File: src/rtl/systolic_result_collector_pkg.sv
// Shared types and helpers for the systolic result collector.
//   collector_state_e : collector FSM states
//   cycles_width_lp   : width of the tile-collection cycle counter
//   tile_addr()       : buffer address of output element (row, col)
package systolic_result_collector_pkg;

  localparam int unsigned cycles_width_lp = 16;

  typedef enum logic [1:0] {
    StIdle,
    StCollect,
    StDrain
  } collector_state_e;

  // The buffer holds words in arrival order. When transposing, arrival order is
  // treated as column-major, so row-major replay picks element (row, col) at col*h+row.
  function automatic int unsigned tile_addr(input int unsigned row, input int unsigned col,
                                            input int unsigned w, input int unsigned h,
                                            input bit transpose);
    return transpose ? (col * h + row) : (row * w + col);
  endfunction

endpackage

File: src/rtl/systolic_result_collector_if.sv
// Valid/ready word stream between the collector and its neighbours.
//   valid : word present (driven by master)
//   data  : word (driven by master)
//   ready : word taken this cycle (driven by slave; used as yumi on the array side)
interface systolic_result_collector_if #(
  parameter int unsigned width_p = 8
) ();
  logic               valid;
  logic [width_p-1:0] data;
  logic               ready;

  modport master (output valid, output data, input ready);
  modport slave  (input valid, input data, output ready);
endinterface

File: src/rtl/systolic_result_collector_tile_ram.sv
// 1R1W tile buffer, depth_p x width_p, registered write, synchronous read.
//   clk_i   : clock
//   we_i    : write enable; waddr_i/wdata_i written on the clock edge
//   re_i    : read enable; rdata_o updates on the clock edge, holds otherwise
module systolic_result_collector_tile_ram #(
  parameter int unsigned width_p      = 8,
  parameter int unsigned depth_p      = 64,
  parameter int unsigned addr_width_p = 6
) (
  input  logic                    clk_i,
  input  logic                    we_i,
  input  logic [addr_width_p-1:0] waddr_i,
  input  logic [width_p-1:0]      wdata_i,
  input  logic                    re_i,
  input  logic [addr_width_p-1:0] raddr_i,
  output logic [width_p-1:0]      rdata_o
);

  logic [width_p-1:0] mem_q [depth_p];
  logic [width_p-1:0] rdata_q;

  always_ff @(posedge clk_i) begin
    if (we_i) mem_q[waddr_i] <= wdata_i;
    // Holding rdata when not reading lets the output stage stall without re-reading.
    if (re_i) rdata_q <= mem_q[raddr_i];
  end

  assign rdata_o = rdata_q;

endmodule

File: src/rtl/systolic_result_collector.sv
// Collects one W*H result tile from the systolic array (valid/yumi), buffers it, then
// replays it to the host over a registered valid/ready port, optionally transposed.
//   clk_i, reset_i : clock, synchronous active-high reset
//   start_i        : arm collection (only in idle)
//   flush_i        : abort to idle, discard tile
//   arr_if         : array stream in (ready is yumi, combinational from valid)
//   host_if        : host stream out (registered valid/data)
//   busy_o         : not idle
//   done_o         : pulse the cycle after the last host handshake
//   cycles_o       : cycles spent collecting the last tile, saturating
module systolic_result_collector
  import systolic_result_collector_pkg::*;
#(
  parameter int unsigned width_p        = 8,
  parameter int unsigned array_width_p  = 8,
  parameter int unsigned array_height_p = 8,
  parameter bit          transpose_p    = 1'b0
) (
  input  logic                       clk_i,
  input  logic                       reset_i,
  input  logic                       start_i,
  input  logic                       flush_i,
  systolic_result_collector_if.slave  arr_if,
  systolic_result_collector_if.master host_if,
  output logic                       busy_o,
  output logic                       done_o,
  output logic [cycles_width_lp-1:0] cycles_o
);

  localparam int unsigned N    = array_width_p * array_height_p;
  localparam int unsigned PtrW = (N > 1) ? $clog2(N) : 1;
  localparam int unsigned ColW = (array_width_p > 1) ? $clog2(array_width_p) : 1;
  localparam int unsigned RowW = (array_height_p > 1) ? $clog2(array_height_p) : 1;
  localparam logic [PtrW-1:0] PtrLast = PtrW'(N - 1);
  localparam logic [ColW-1:0] ColLast = ColW'(array_width_p - 1);

  collector_state_e state_q, state_d;
  logic [PtrW-1:0] wr_ptr_q, wr_ptr_d;
  logic [PtrW-1:0] rd_ptr_q, rd_ptr_d;
  logic [RowW-1:0] rd_row_q, rd_row_d;
  logic [ColW-1:0] rd_col_q, rd_col_d;
  logic            rd_all_q, rd_all_d;     // every element has been read from the RAM
  logic            s1_valid_q, s1_valid_d; // RAM read data holds an unsent word
  logic            s1_last_q, s1_last_d;
  logic            out_valid_q, out_valid_d;
  logic            out_last_q, out_last_d;
  logic [width_p-1:0] out_data_q, out_data_d;
  logic [cycles_width_lp-1:0] cycles_q, cycles_d;
  logic            done_q, done_d;

  logic               accept, hs, out_free, move, issue;
  logic [PtrW-1:0]    raddr;
  logic [width_p-1:0] rdata;

  assign accept   = (state_q == StCollect) & arr_if.valid & ~flush_i;
  assign hs       = out_valid_q & host_if.ready;
  assign out_free = ~out_valid_q | host_if.ready;
  assign move     = s1_valid_q & out_free;
  // Read ahead only when the RAM data register is empty or being drained this cycle.
  assign issue    = (state_q == StDrain) & ~rd_all_q & (~s1_valid_q | move);
  assign raddr    = PtrW'(tile_addr(32'(rd_row_q), 32'(rd_col_q), array_width_p,
                                    array_height_p, transpose_p));

  systolic_result_collector_tile_ram #(
    .width_p      (width_p),
    .depth_p      (N),
    .addr_width_p (PtrW)
  ) u_tile_ram (
    .clk_i   (clk_i),
    .we_i    (accept),
    .waddr_i (wr_ptr_q),
    .wdata_i (arr_if.data),
    .re_i    (issue),
    .raddr_i (raddr),
    .rdata_o (rdata)
  );

  always_comb begin
    state_d = state_q;
    unique case (state_q)
      StIdle:    if (start_i) state_d = StCollect;
      StCollect: if (accept && (wr_ptr_q == PtrLast)) state_d = StDrain;
      StDrain:   if (hs && out_last_q) state_d = StIdle;
      default:   state_d = StIdle;
    endcase
    if (flush_i) state_d = StIdle;
  end

  always_comb begin
    wr_ptr_d    = wr_ptr_q;
    rd_ptr_d    = rd_ptr_q;
    rd_row_d    = rd_row_q;
    rd_col_d    = rd_col_q;
    rd_all_d    = rd_all_q;
    s1_valid_d  = s1_valid_q;
    s1_last_d   = s1_last_q;
    out_valid_d = out_valid_q;
    out_last_d  = out_last_q;
    out_data_d  = out_data_q;
    cycles_d    = cycles_q;
    done_d      = hs & out_last_q & ~flush_i;

    // Pointer terminal at PtrLast: the last accept moves to drain instead of wrapping.
    if (accept && (wr_ptr_q != PtrLast)) wr_ptr_d = wr_ptr_q + PtrW'(1);

    if (issue) begin
      s1_last_d = (rd_ptr_q == PtrLast);
      if (rd_ptr_q == PtrLast) begin
        rd_all_d = 1'b1;
      end else begin
        rd_ptr_d = rd_ptr_q + PtrW'(1);
        if (rd_col_q == ColLast) begin
          rd_col_d = '0;
          rd_row_d = rd_row_q + RowW'(1);
        end else begin
          rd_col_d = rd_col_q + ColW'(1);
        end
      end
    end

    if (issue)     s1_valid_d = 1'b1;
    else if (move) s1_valid_d = 1'b0;

    if (move) begin
      out_valid_d = 1'b1;
      out_data_d  = rdata;
      out_last_d  = s1_last_q;
    end else if (hs) begin
      out_valid_d = 1'b0;
    end

    if ((state_q == StIdle) && (state_d == StCollect)) begin
      cycles_d = '0;
    end else if ((state_q == StCollect) && !flush_i && (cycles_q != '1)) begin
      cycles_d = cycles_q + cycles_width_lp'(1);
    end

    // Leaving for idle (natural end or flush) clears all datapath tracking.
    if (state_d == StIdle) begin
      wr_ptr_d    = '0;
      rd_ptr_d    = '0;
      rd_row_d    = '0;
      rd_col_d    = '0;
      rd_all_d    = 1'b0;
      s1_valid_d  = 1'b0;
      s1_last_d   = 1'b0;
      out_valid_d = 1'b0;
      out_last_d  = 1'b0;
    end
  end

  always_ff @(posedge clk_i) begin
    if (reset_i) begin
      state_q     <= StIdle;
      wr_ptr_q    <= '0;
      rd_ptr_q    <= '0;
      rd_row_q    <= '0;
      rd_col_q    <= '0;
      rd_all_q    <= 1'b0;
      s1_valid_q  <= 1'b0;
      s1_last_q   <= 1'b0;
      out_valid_q <= 1'b0;
      out_last_q  <= 1'b0;
      out_data_q  <= '0;
      cycles_q    <= '0;
      done_q      <= 1'b0;
    end else begin
      state_q     <= state_d;
      wr_ptr_q    <= wr_ptr_d;
      rd_ptr_q    <= rd_ptr_d;
      rd_row_q    <= rd_row_d;
      rd_col_q    <= rd_col_d;
      rd_all_q    <= rd_all_d;
      s1_valid_q  <= s1_valid_d;
      s1_last_q   <= s1_last_d;
      out_valid_q <= out_valid_d;
      out_last_q  <= out_last_d;
      out_data_q  <= out_data_d;
      cycles_q    <= cycles_d;
      done_q      <= done_d;
    end
  end

  assign arr_if.ready  = accept;
  assign host_if.valid = out_valid_q;
  assign host_if.data  = out_data_q;
  assign busy_o        = (state_q != StIdle);
  assign done_o        = done_q;
  assign cycles_o      = cycles_q;

endmodule

File: src/flat_wrapper.sv
// flat-port wrapper written by rule: the top's interface ports become plain ports
module systolic_result_collector_flat import systolic_result_collector_pkg::*;
#(
  parameter int unsigned width_p        = 8,
  parameter int unsigned array_width_p  = 8,
  parameter int unsigned array_height_p = 8,
  parameter bit          transpose_p    = 1'b0
)
  (clk_i, reset_i, start_i, flush_i, busy_o, done_o, cycles_o, arr_if_valid, arr_if_data, arr_if_ready, host_if_valid, host_if_data, host_if_ready);
  systolic_result_collector_if #(.width_p(width_p)) arr_if_i ();
  systolic_result_collector_if #(.width_p(width_p)) host_if_i ();
  input  logic clk_i;
  input  logic reset_i;
  input  logic start_i;
  input  logic flush_i;
  output logic busy_o;
  output logic done_o;
  output logic [cycles_width_lp-1:0] cycles_o;
  input wire logic [$bits(arr_if_i.valid)-1:0] arr_if_valid;
  input wire logic [$bits(arr_if_i.data)-1:0] arr_if_data;
  output wire logic [$bits(arr_if_i.ready)-1:0] arr_if_ready;
  output wire logic [$bits(host_if_i.valid)-1:0] host_if_valid;
  output wire logic [$bits(host_if_i.data)-1:0] host_if_data;
  input wire logic [$bits(host_if_i.ready)-1:0] host_if_ready;
  assign arr_if_i.valid = arr_if_valid;
  assign arr_if_i.data = arr_if_data;
  assign arr_if_ready = arr_if_i.ready;
  assign host_if_valid = host_if_i.valid;
  assign host_if_data = host_if_i.data;
  assign host_if_i.ready = host_if_ready;
  systolic_result_collector #(.width_p(width_p), .array_width_p(array_width_p), .array_height_p(array_height_p), .transpose_p(transpose_p)) u_core (.clk_i(clk_i), .reset_i(reset_i), .start_i(start_i), .flush_i(flush_i), .arr_if(arr_if_i), .host_if(host_if_i), .busy_o(busy_o), .done_o(done_o), .cycles_o(cycles_o));
endmodule
File: config.mk
export PLATFORM = sky130hd
export DESIGN_NAME = systolic_result_collector_flat
export DESIGN_NICKNAME = d
export VERILOG_FILES = /design/src/rtl/systolic_result_collector_pkg.sv /design/src/rtl/systolic_result_collector_if.sv /design/src/rtl/systolic_result_collector_tile_ram.sv /design/src/rtl/systolic_result_collector.sv /design/src/flat_wrapper.sv
export SDC_FILE = /design/constraint.sdc
export NUM_CORES = 1
export LEC_CHECK = 0
export CORE_MARGIN = 10
export CORE_UTILIZATION = 25
export CTS_CLUSTER_DIAMETER = 30
export CTS_CLUSTER_SIZE = 40
export DETAILED_ROUTE_END_ITERATION = 12
export SYNTH_ARGS = -nofsm -noshare
export SYNTH_HDL_FRONTEND = slang
export SYNTH_SLANG_ARGS = --single-unit
File: constraint.sdc
create_clock -name clk_i -period 5 [get_ports clk_i]
set_input_delay 1 -clock clk_i [delete_from_list [all_inputs] [get_ports clk_i]]
set_output_delay 1 -clock clk_i [all_outputs]
set_load 0.02 [all_outputs]
==> results.toml, run 1 <==
[floorplan]
coreArea_um2 = 88600
die_h_um = 319
initial_core_util = 0.253
dieArea_um2 = 102000
die_w_um = 319
ios = 42
rows = 109

[synth]
ys_async_sr_fraction = 0
yosys-top-cells-area = "edfxtp_1, mux4_2, dfxtp_1"
synth_edf_count = 520
synth_area_um2 = 22400
syn_inst = 1172
synth_top_area_frac = 0.697
dominantRegCellSynth = "edfxtp_1"
ys_seq_area_frac = 0.741
yosys_warnings = 0
synth.largest_area_cell = "edfxtp_1"
synth.distinct_cells = 52
avgSynthCellArea_um2 = 19.1
synth_nets = 1192
ys_ff_latch = 570

[sta]
period_share = 0.737
rsz0062_at_grt = "false"
setup_viol = 0
fin_hold_ws_ns = 0.473
hold_viol = 0
finClkSkew_ns = 0.0227
fmax_ghz = 0.271
worst_pin_slew_ns = 1.09
min_period_ns = 3.68
fin_setup_tns_ns = 0
max-slew-margin-rel = 0.274
report.final.slew_viol_count = 0

[global_routing]
grt_pass1_wl_mm = 80.5
grt_pass1_vias = 12100
grt_usage = 0.103
grt_max_degree = 65
antenna_found_initial = 2
grt_overflow_total = 0

[setup_path]
startpoint = "flush_i"
cp_slowest_cell = "clkdlybuf4s50_1"
path_buf_inv = 3
crit_cells = 4
r2r_slack_ns = 1.93
crit_path_end_kind = "primary output"
crit_path_frequent_cell = "clkdlybuf4s50_1"
worstPathRequired_ns = 4.00
cp-start-kind = "primary input"
cp.arrival_ns = 2.68
r2r_end = "u_core.u_tile_ram.rdata_o[0]"
path_delay_family = "buffers and inverters"
worst-setup-path-type = "primary input to primary output"
path_max_fanout = 10
reg2reg_from = "u_core.rd_col_q[0]"
worstPathCellList = "clkdlybuf4s50_1 -> nor4bb_1 -> buf_4 -> clkdlybuf4s50_1"
r2r_cells = 6
worst_path_largest_cell_delay_ns = 0.63
cp-endpoint = "arr_if_ready"

[place]
dp_hpwl_mm = 33.2
routabilityCongestion = 0.824
dp.cells = 2345
placed_cell_area_um2 = 24100
io_buffers = 41

[power]
p_per_area_nw_per_um2 = 454
vdd.ir_drop.worst_mv = 0.256
power.total_mw = 12.7
total_leakage_power_nw = 8.59

[routing]
wire_per_inst_um = 20.9
dr.first_iter.drc_count = 1046
routed_wl_mm = 53.6
drcViolationCount = 0
via_count = 11700
first_pass_iters = 5
avgViaCountPerCell = 4.57
final_antenna_net_count = 0

[layout]
fin_cells = 2558
register_area_um2 = 16600
drive_gt1_frac = 0.272
area_growth_pct = 24.7
fin_area_um2 = 28000
multiInputGateArea_um2 = 5440
final_nets = 1314
n_fill_cell = 8448

[cts]
clk_path_buf_depth = 3
insertion_delay_ns = 0.64
cts_tree = "done"
cts.sink_count = 570
cts_setup_buffers = 0
hold_buffers = 0
post_cts_resized = 0
cts_buffers = 112
clockRootBuffer = "clkbuf_16"
h-tree-depth = 3
clk_pin_slew_ns = 0.05

[status]
status = "complete, no violations"

[hold_path]
hp-class = "flop to flop"
worstHoldPathCells = 2

[job]
drv_cap = 0
-- registers in the layout, indices dropped and copies added (netlist names), 2 cells and up --
signal / cells
u_core.cycles_o: 16
u_core.u_tile_ram.mem_q: 512
u_core.host_if.data: 8
u_core.wr_ptr_q: 6
u_core.rd_row_q: 3
u_core.rd_col_q: 3
u_core.rd_ptr_q: 6
u_core.state_q: 2
u_core.u_tile_ram.rdata_o: 8
-- cell families (layout without fill, tap and decap cells) --
kind of cell | Yosys count | in the layout | share of synthesized area
other cells | 0 | 1 | 0
fa+ha+maj | 6 | 6 | 0.00335
buf+inv | 63 | 283 | 0.0157
xor+xnor | 19 | 19 | 0.00743
compound gates | 93 | 93 | 0.0277
mux | 185 | 185 | 0.155
simple gates | 236 | 236 | 0.0491
flops | 570 | 570 | 0.741
-- cell usage in the layout, fill, tap and decap left out, types with 8 or more instances in the layout --
master           instances
buf_2                    8
clkinv_4                20
nand4_1                  9
xor2_1                  14
clkbuf_1                 8
mux4_2                 128
and2_1                  10
nand3_1                 16
edfxtp_1               520
clkbuf_16              112
o211ai_1                 9
nand2_1                 45
dfxtp_1                 46
buf_4                   22
o21ai_1                  9
clkdlybuf4s50_1         33
nor2_1                 109
mux2i_1                 50
clkinv_2                 8
clkinvlp_4              21
inv_6                   21
a21oi_1                 19
bufinv_16               11
o21ai_0                 13
nor2b_1                  8
-- through the flow --
step	worst slack [ns]	util
after floorplan	2.25	-
after global placement	1.08	0.272
after detailed placement	1.00	0.272
after CTS	1.32	0.315
after global routing	1.23	0.315
final	1.32	0.315
-- worst register-to-register path: cells and delay by family, from the launching register on --
kind / cells / cell delay [ns]
AOI/OAI and AO/OA: 3 / 0.72
buffers and inverters: 1 / 0.38
muxes: 2 / 1.00
DFF: 1 / 0.68
-- where the power goes --
part,internal [mW],switching [mW]
Combinational,0.0169,0.0985
Sequential,5.20,0.00126
Clock,4.76,2.61
-- Yosys cell counts, types with 10 or more instances --
cell type / number
clkbuf_1: 19
xor2_1: 14
nand2_1: 45
a21oi_1: 19
and2_1: 10
mux4_2: 128
nor2_1: 109
edfxtp_1: 520
mux2i_1: 50
nand3_1: 16
o21ai_0: 13
dfxtp_1: 50
buf_2: 20
-- layout make-up --
class / instances / share of cell area
clock inverter: 91 / 0.0352
inverter: 6 / 0.000806
multi-input combinational: 539 / 0.195
timing repair buffer: 65 / 0.0206
clock buffer: 121 / 0.102
sequential: 570 / 0.595
tap: 1165 / 0.0521
antenna: 1 / 0.0000895
-- how the worst min path moves through the flow --
stage | from | to | slack (ns)
5_1_grt | u_core.u_tile_ram.rdata_o[2] | u_core.host_if.data[2] | 0.50
3_5_place_dp | u_core.s1_last_q | u_core.s1_last_q | 0.47
4_1_cts | u_core.rd_all_q | u_core.rd_all_q | 0.48
3_3_place_gp | u_core.s1_last_q | u_core.s1_last_q | 0.46
6_report | u_core.rd_all_q | u_core.rd_all_q | 0.47
2_1_floorplan | u_core.rd_all_q | u_core.rd_all_q | 0.45
-- routing by layer --
metal,vias to the layer above,GRT usage,wire length (µm)
li1,5048,-,-
met1,6047,0.137,23200
met2,493,0.159,24600
met3,97,0.0317,4430
met4,4,0.0374,1310
met5,-,0,25
No activity file was read; power rests on OpenSTA's default activity.
==> run 2: changes to the inputs <==
==> constraint.sdc (replaced) <==
create_clock -name clk_i -period 3.45 [get_ports clk_i]
set_input_delay 0.69 -clock clk_i [delete_from_list [all_inputs] [get_ports clk_i]]
set_output_delay 0.69 -clock clk_i [all_outputs]
set_load 0.02 [all_outputs]
==> run 2 against run 1 <==
  * Global-route usage down 0.13 points
  * Die area unchanged
  * Final cell count up 2.8%
  * Via count up 1.6%
  * Worst setup slack worse by 1.0 ns
  * Worst hold slack better by 0.0031 ns
  * First-iteration DRC count up 0.67%
  * Critical path depth down 1
  * Critical endpoint unchanged
  * Highest routed layer unchanged
==> results.toml, run 2 (synthesis results as in run 1) <==
[global_routing]
antenna_found_initial = 4
grt_usage = 0.102
grt_pass1_vias = 12400
grt_pass1_wl_mm = 80.2
grt_overflow_total = 0
grt_max_degree = 65

[sta]
period_share = 0.913
fmax_ghz = 0.318
fin_setup_tns_ns = 0
min_period_ns = 3.15
hold_viol = 0
worst_pin_slew_ns = 0.886
report.final.slew_viol_count = 0
max-slew-margin-rel = 0.409
rsz0062_at_grt = "false"
fin_hold_ws_ns = 0.476
finClkSkew_ns = 0.0270
setup_slack_ns = 0.302
setup_viol = 0

[power]
p_switching_mw = 3.78
cell_internal_pwr_mw = 14.6
vdd.ir_drop.worst_mv = 0.420
p_per_area_nw_per_um2 = 645
p_clk_frac = 0.581
power_frac_seq = 0.410
switching_share = 0.205
total_leakage_power_nw = 9.04
power_frac_comb = 0.009

[layout]
fin_area_um2 = 28500
layout_common_cells = "edfxtp_1, mux4_2, clkbuf_16, nor2_1, buf_4"
area_growth_pct = 27.3
multiInputGateArea_um2 = 5440
largest_reg_flops = 512
final_nets = 1390
largest-register = "u_core.u_tile_ram.mem_q"
n_fill_cell = 8420
diodes = 0
register_area_um2 = 16600
drive_gt1_frac = 0.296
final_common_cell = "edfxtp_1"

[routing]
wire_per_inst_um = 20.1
final_antenna_net_count = 0
via_count = 11900
routed_wl_mm = 52.9
dr.first_iter.drc_count = 1053
first_pass_iters = 8
drcViolationCount = 0
avgViaCountPerCell = 4.52

[cts]
hold_buffers = 0
insertion_delay_ns = 0.65
cts.sink_count = 570
h-tree-depth = 3
clockRootBuffer = "clkbuf_16"
cts_buffers = 112
clk_path_buf_depth = 3
cts_setup_buffers = 0
post_cts_resized = 0
clk_pin_slew_ns = 0.05
cts_tree = "done"

[place]
io_buffers = 41
dp_hpwl_mm = 33.2
routabilityCongestion = 0.862
place_ws_ns = 0.0721
placed_cell_area_um2 = 24700

[floorplan]
rows = 109
dieArea_um2 = 102000
coreArea_um2 = 88600
die_h_um = 319
die_w_um = 319
initial_core_util = 0.253
ios = 42

[setup_path]
worst_path_largest_cell_delay_ns = 0.71
r2r_cells = 5
crit_path_frequent_cell = "clkdlybuf4s50_1"
worstPathRequired_ns = 2.76
path_buf_inv = 2
cp.arrival_ns = 2.46
worstPathCellList = "clkdlybuf4s50_1 -> nor4bb_1 -> clkdlybuf4s50_1"
crit_cells = 3
cp_slowest_cell = "clkdlybuf4s50_1"
worst-setup-path-type = "primary input to primary output"
crit_path_end_kind = "primary output"
cp-start-kind = "primary input"
path_max_fanout = 6
path_delay_family = "buffers and inverters"

[job]
drv_cap = 0

[hold_path]
hp-class = "flop to flop"
worstHoldPathCells = 2

[status]
status = "complete, no violations"
[run 2: layout make-up]
cell class                      instances  area share
Inverter                                6    0.000789
Timing Repair Buffer                  141      0.0410
Multi-Input combinational cell        539       0.191
Tap cell                             1165      0.0511
Clock inverter                         83      0.0324
Clock buffer                          125       0.101
Sequential cell                       570       0.583
[run 2: worst paths after layout]
kind | to | from | slack [ns]
worst max register to register | u_core.u_tile_ram.rdata_o[6] | u_core.rd_col_q[0] | 0.73
worst min-delay path | u_core.rd_all_q | u_core.rd_all_q | 0.48
worst min register to register | u_core.rd_all_q | u_core.rd_all_q | 0.48
worst max-delay path | arr_if_ready | flush_i | 0.30
[run 2: routing by layer]
| layer | up-vias | global-route usage | routed length (µm) |
|---|---|---|---|
| li1 | 5191 | - | - |
| met1 | 6159 | 0.137 | 23000 |
| met2 | 442 | 0.160 | 25000 |
| met3 | 76 | 0.0303 | 4040 |
| met4 | 8 | 0.0267 | 859 |
| met5 | - | 0 | 37 |
[run 2: power groups by stage]
stage          combinational (mW)  sequential [mW]  clock [mW]
2_1_floorplan              0.0225             7.68           0
3_3_place_gp                0.163             7.67           0
3_5_place_dp                0.170             7.67           0
4_1_cts                     0.170             7.55        10.9
5_1_grt                     0.181             7.54        11.3
6_report                    0.166             7.55        10.7
[run 2: stage by stage]
step,std cells,util,total power [mW]
after floorplan,1172,-,7.70
after global placement,2421,0.279,7.84
after detailed placement,2421,0.279,7.84
after CTS,2629,0.322,18.6
after global routing,2629,0.322,19.0
final,2629,0.322,18.4
[run 2: worst reg2reg max path, cell delays in order (launching register included)]
cell,delay [ns]
dfxtp_4,0.37
buf_12,0.34
mux4_2,0.72
mux4_2,0.52
o211ai_1,0.28
o21ai_1,0.20
==> run 3: changes to the inputs <==
--- a/config.mk
+++ b/config.mk
@@ -10,6 +10,7 @@
 export CTS_CLUSTER_DIAMETER = 30
 export CTS_CLUSTER_SIZE = 40
 export DETAILED_ROUTE_END_ITERATION = 12
+export SLEW_MARGIN = 20
 export SYNTH_ARGS = -nofsm -noshare
 export SYNTH_HDL_FRONTEND = slang
 export SYNTH_SLANG_ARGS = --single-unit
==> results of run 3 <==
Final layout, timing and power as in run 2 (identical DEF).
